`src/rtl/prog_tt_pkg.sv`:
```
// prog_tt_pkg
// Shared definitions for the programmable truth table: the controller
// state encoding and the helper that turns an input count into a table width.
package prog_tt_pkg;

  typedef enum logic [1:0] {
    EVAL   = 2'd0,
    LOAD   = 2'd1,
    COMMIT = 2'd2
  } tt_state_e;

  // Number of table entries for n_in logic inputs (one bit per minterm).
  function automatic int tt_width(input int n_in);
    return 1 << n_in;
  endfunction

endpackage

```
`src/rtl/tt_shift_loader.sv`:
```
// tt_shift_loader
// Shadow register and bit counter used while a new table is shifted in.
// Ports:
//   clk, rst      - clock and synchronous active-high reset
//   clear         - zero the shadow register and the counter
//   shift_en      - accept bit_in this cycle (shift left, bit enters at LSB)
//   bit_in        - serial table bit
//   shadow        - assembled table, first bit received ends up as MSB
//   count         - number of bits accepted since the last clear
//   full          - count has reached the table width
module tt_shift_loader
  import prog_tt_pkg::*;
#(
  parameter int N_IN = 3
) (
  input  logic                        clk,
  input  logic                        rst,
  input  logic                        clear,
  input  logic                        shift_en,
  input  logic                        bit_in,
  output logic [tt_width(N_IN)-1:0]   shadow,
  output logic [N_IN:0]               count,
  output logic                        full
);

  localparam int W = tt_width(N_IN);
  localparam logic [N_IN:0] CNT_ONE  = (N_IN+1)'(1);
  localparam logic [N_IN:0] CNT_FULL = (N_IN+1)'(W);

  logic [W-1:0]  shadow_q, shadow_d;
  logic [N_IN:0] count_q, count_d;

  // Clear wins over shift so a restart discards any bit offered the same cycle.
  always_comb begin
    shadow_d = shadow_q;
    count_d  = count_q;
    if (clear) begin
      shadow_d = '0;
      count_d  = '0;
    end else if (shift_en && !full) begin
      shadow_d = {shadow_q[W-2:0], bit_in};
      count_d  = count_q + CNT_ONE;
    end
  end

  always_ff @(posedge clk) begin
    if (rst) begin
      shadow_q <= '0;
      count_q  <= '0;
    end else begin
      shadow_q <= shadow_d;
      count_q  <= count_d;
    end
  end

  assign full   = (count_q == CNT_FULL);
  assign shadow = shadow_q;
  assign count  = count_q;

endmodule

```
`src/rtl/prog_truth_table.sv`:
```
// prog_truth_table
// Registered N_IN-input truth table whose contents can be reloaded serially.
// Ports:
//   clk, rst            - clock and synchronous active-high reset
//   in_valid, in_bits   - lookup request; in_bits[N_IN-1] is the index MSB
//   out_valid, out      - result one cycle after the request; out holds otherwise
//   cfg_start           - begin (or restart) a serial table load
//   cfg_valid, cfg_bit  - serial table bits, table MSB first
//   cfg_busy            - a load is in progress (LOAD or COMMIT)
//   cfg_done            - one-cycle pulse while the new table is being committed
module prog_truth_table
  import prog_tt_pkg::*;
#(
  parameter int                        N_IN        = 3,
  parameter logic [tt_width(N_IN)-1:0] RESET_TABLE = 8'h6B
) (
  input  logic            clk,
  input  logic            rst,
  input  logic            in_valid,
  input  logic [N_IN-1:0] in_bits,
  output logic            out_valid,
  output logic            out,
  input  logic            cfg_start,
  input  logic            cfg_valid,
  input  logic            cfg_bit,
  output logic            cfg_busy,
  output logic            cfg_done
);

  localparam int W = tt_width(N_IN);
  localparam logic [N_IN:0] LAST_CNT = (N_IN+1)'(W - 1);

  tt_state_e     state_q, state_d;
  logic [W-1:0]  active_table_q, active_table_d;
  logic          out_q, out_d;
  logic          out_valid_q, out_valid_d;

  logic          ld_clear;
  logic          ld_shift;
  logic          ld_full;
  logic [W-1:0]  ld_shadow;
  logic [N_IN:0] ld_count;

  tt_shift_loader #(
    .N_IN(N_IN)
  ) u_loader (
    .clk      (clk),
    .rst      (rst),
    .clear    (ld_clear),
    .shift_en (ld_shift),
    .bit_in   (cfg_bit),
    .shadow   (ld_shadow),
    .count    (ld_count),
    .full     (ld_full)
  );

  // State register
  always_ff @(posedge clk) begin
    if (rst) begin
      state_q <= EVAL;
    end else begin
      state_q <= state_d;
    end
  end

  // Next state: the load finishes in the cycle the final bit is accepted
  always_comb begin
    state_d = state_q;
    unique case (state_q)
      EVAL:    if (cfg_start) state_d = LOAD;
      LOAD: begin
        if (cfg_start) begin
          state_d = LOAD;
        end else if (ld_shift && (ld_count == LAST_CNT)) begin
          state_d = COMMIT;
        end
      end
      COMMIT:  state_d = EVAL;
      default: state_d = EVAL;
    endcase
  end

  // Controller outputs; cfg_start is deliberately not seen in COMMIT
  always_comb begin
    ld_clear = cfg_start && (state_q != COMMIT);
    ld_shift = (state_q == LOAD) && cfg_valid && !cfg_start && !ld_full;
    cfg_busy = (state_q != EVAL);
    cfg_done = (state_q == COMMIT);
  end

  // Lookup datapath. Entry idx lives at bit W-1-idx, which for an N_IN-bit
  // index is simply its bitwise complement. The table swaps at the end of
  // COMMIT, so a request made during COMMIT still sees the old contents.
  always_comb begin
    active_table_d = active_table_q;
    if (state_q == COMMIT) begin
      active_table_d = ld_shadow;
    end
    out_valid_d = in_valid;
    out_d       = out_q;
    if (in_valid) begin
      out_d = active_table_q[~in_bits];
    end
  end

  always_ff @(posedge clk) begin
    if (rst) begin
      active_table_q <= RESET_TABLE;
      out_q          <= 1'b0;
      out_valid_q    <= 1'b0;
    end else begin
      active_table_q <= active_table_d;
      out_q          <= out_d;
      out_valid_q    <= out_valid_d;
    end
  end

  assign out       = out_q;
  assign out_valid = out_valid_q;

endmodule

```
`config.mk`:
```
export PLATFORM = sky130hd
export DESIGN_NAME = prog_truth_table
export DESIGN_NICKNAME = d
export VERILOG_FILES = /design/src/rtl/prog_tt_pkg.sv /design/src/rtl/tt_shift_loader.sv /design/src/rtl/prog_truth_table.sv
export SDC_FILE = /design/constraint.sdc
export NUM_CORES = 1
export LEC_CHECK = 0
export BUFFER_PORTS_ARGS = -buffer_cell sky130_fd_sc_hd__buf_2
export CAP_MARGIN = 20
export CORE_AREA = 2 2 40 70
export DETAILED_ROUTE_END_ITERATION = 6
export DIE_AREA = 0 0 42 72
export GPL_TIMING_DRIVEN = 0
export PLACE_DENSITY = 0.73
export SKIP_LAST_GASP = 1
export SLEW_MARGIN = 20
export SYNTH_ARGS = -nofsm -noshare
export SYNTH_HDL_FRONTEND = slang
export SYNTH_SLANG_ARGS = --single-unit
```
`constraint.sdc`:
```
create_clock -name clk -period 1.6 [get_ports clk]
set_clock_uncertainty 0.15 [all_clocks]
set_input_delay 0.08 -clock clk [delete_from_list [all_inputs] [get_ports clk]]
set_output_delay 0.08 -clock clk [all_outputs]
set_load 0.02 [all_outputs]
```
==> out/results.ini <==
[flow_run]
drv_cap = 0

[floorplanning]
core_area_um2 = 2430
fp-row-count = 24
ios = 13
die_area_um2 = 3020
fp.dieW_um = 42
die_h_um = 72
start_util_pct = 43.4

[drt]
drtIter0Drc = 16
drc = 0
viasPerCell = 5.50
antenna_left = 0
firstDrtPassIters = 4
via_count = 918
finalWirelength_um = 2140
wl_per_cell_um = 12.8

[worst_setup_path]
worstPathArrival_ps = 1590
ff2ff_path_depth = 5
worstReg2RegEnd = u_loader.count[2]
crit_fanout = 2
r2r-start = u_loader.count[0]
path_class = reg2reg
end_kind = flip-flop
cp.required_ps = 1660
start_kind = flip-flop
reg2reg_slack_ps = 60

[clocking]
clk_path_buf_depth = 2
clk_pin_slew_ps = 80
clock-sinks = 24
htree_levels = 1
clock_insertion_delay_worst_skew_ps = 270
cts_made_buffers = 3
cts_tree = built
clockRootBuffer = clkbuf_8

[hold_path]
worstHoldStart = cfg_start
min_path_type = in2reg
min_to = u_loader.shadow[0]
holdPathStages = 3

[timing]
whs_ps = 8.06
post-route-period-util_pct = 96.0
final-max-slew-violation-count = 0
period_needed_ps = 1540
finalSetupViolCount = 0
fmax_mhz = 651
hold_violations = 0
setup_ws_ps = 63.7
tns_ps = 0
maxSlewHeadroom_pct = 74.8
rsz0062_at_grt = true
tightest_slew_ps = 378

[place]
preCtsSetupSlack_ps = -22.7
io_buffers = 11
hpwl_um = 1590
place_congestion = 0.777

[global_route]
met1_usage_pct = 15.2
grt_max_degree = 13
grt_util_all_layers_pct = 15.1
antenna_found_initial = 0
grt_pass1_wl_um = 3640
grt-busiest-layer = met2
use_met2_pct = 28.8
grt-ovfl-total = 0
grt_pass1_vias = 910
gr-usage-met3_pct = 2.49

[synth]
syn_nets = 131
yosys.area_share.xor_xnor_pct = 0
synth.distinct_cells = 27
yosys_register_bits = 24
synth_compound_area_share_pct = 15.9
ys_warn_count = 0
seq_area_frac_synth_pct = 45.5
synthMuxAreaShare_pct = 5.92
synth.avg_cell_area_um2 = 8.80
synth_top_family_by_area = simple AND/OR/NAND/NOR gates
synth_top_flop_cell = dfxtp_1
async_flop_share_pct = 0
synth_adder_area_share_pct = 2.37
syn_inst = 120
synth_area_um2 = 1060
synth-simple-area-share_pct = 25.0
synth_enable_flop_cells = 0

[power]
ir_worst_vdd_mv = 0.489
p_per_area_nw_per_um2 = 825
p_leak_uw = 0.000489
comb_power_share_pct = 8.0
clockPowerShare_pct = 34.1
p_sw_share_pct = 22.3
cell_internal_pwr_uw = 814
power_uw = 1050
p_switching_uw = 234
seqPwrFrac_pct = 58.0

[finish]
antennaDiodeCount = 0
drive_gt1_share_pct = 23.4
fin_nets = 154
syn_to_final_growth_pct = 20.3
fillerInstances = 240

[run_status]
status = finished clean

==> cell usage after synthesis, drive strengths merged, types with 2 or more instances <==
cell type / n / area share (%)
a211oi: 2 / 1.9
clkbuf: 3 / 1.1
a21oi: 15 / 7.1
nand3b: 7 / 5.0
nand2: 17 / 6.0
o21ai: 13 / 6.2
nand3: 11 / 5.2
nor2: 2 / 0.71
mux2i: 4 / 3.8
dfxtp: 24 / 45
inv: 4 / 1.4
ha: 2 / 2.4
buf: 4 / 2.5
==> state kept, by name, indices dropped and copies added, names as in the netlist <==
signal           count
u_loader.count       4
u_loader.shadow      8
state_q              2
out_valid            1
active_table_q       8
out                  1
==> cells by family (layout without fill, tap and decap cells) <==
logic type,Yosys count,after routing
buffers and inverters,12,33
DFF,24,24
muxes,5,5
AOI/OAI and AO/OA,31,31
adders and majority gates,2,2
and+or+nand+nor,46,46
==> routing by layer <==
layer	vias up	part of all wire [%]	wire length [um]
met3	8	2.7	58
li1	465	-	-
met5	-	0	0
met4	0	2.3	50
met2	19	55	1180
met1	426	40	854
==> metrics by stage <==
stage	util [%]	instance area, um2	instances
floorplan	-	1060	120
global placement	47.0	1140	157
detailed placement	47.0	1140	157
CTS	51.0	1240	165
global route	52.2	1270	167
finish	52.2	1270	167
==> cells in the final DEF, fill, tap and decap left out, types with 2 or more instances in the layout <==
cell type      Yosys  layout
inv_1              4       4
nand3_1           11      11
o21ai_1            0       2
dfxtp_2            0       3
clkbuf_1           3       2
dfxtp_1           24      21
nand2_1           17      17
buf_2              3      13
dlygate4sd3_1      0       5
nand3b_1           7       7
buf_4              0       2
clkbuf_8           0       3
o21ai_0           13      11
mux2i_1            4       4
nor2_1             2       2
a21oi_1           15      14
==> area by class of cell <==
type / count / area, um2 / share of cell area (%)
buffer: 7 / 41.3 / 3.25
clock buffer: 3 / 41.3 / 3.25
inverter: 5 / 20.0 / 1.58
multi-input combinational: 84 / 531 / 41.8
sequential: 24 / 484 / 38.1
tap: 26 / 32.5 / 2.56
timing repair buffer: 18 / 120 / 9.46
==> power groups by stage <==
stage | combinational [uW] | sequential (uW) | clock, uW
after CTS | 82.5 | 608 | 359
after floorplan | 43.6 | 625 | 0
after detailed placement | 73.0 | 622 | 0
after global routing | 91.0 | 608 | 377
final | 83.5 | 608 | 357
after global placement | 71.4 | 621 | 0
==> how the worst max path moves through the flow <==
| stage | from | endpoint | slack [ps] | cells past startpoint |
|---|---|---|---|---|
| finish | u_loader.count[0] | u_loader.count[2] | 60 | 5 |
| floorplan | u_loader.count[0] | u_loader.count[2] | 110 | 5 |
| detailed placement | u_loader.count[0] | u_loader.count[2] | -20 | 5 |
| CTS | u_loader.count[0] | u_loader.count[2] | 0.6 | 5 |
| global placement | u_loader.count[0] | u_loader.count[2] | 20 | 5 |
| global route | state_q[1] | u_loader.shadow[7] | -40 | 4 |
==> worst max-delay path: stages, from the launching register on <==
cell,delay (ps)
dfxtp_2,330
inv_1,50
ha_2,180
and3b_2,210
or4_4,420
a21oi_2,130
==> repair_timing <==
item	in CTS	in global routing
pin swaps	0	1
hold buffers	5	0
buffers inserted	0	2
endpoints found under the setup margin	4	12
gates resized for setup	4	9
endpoints found under the hold margin	6	0
cloned	0	0
Power figures use the tool's default switching activity.
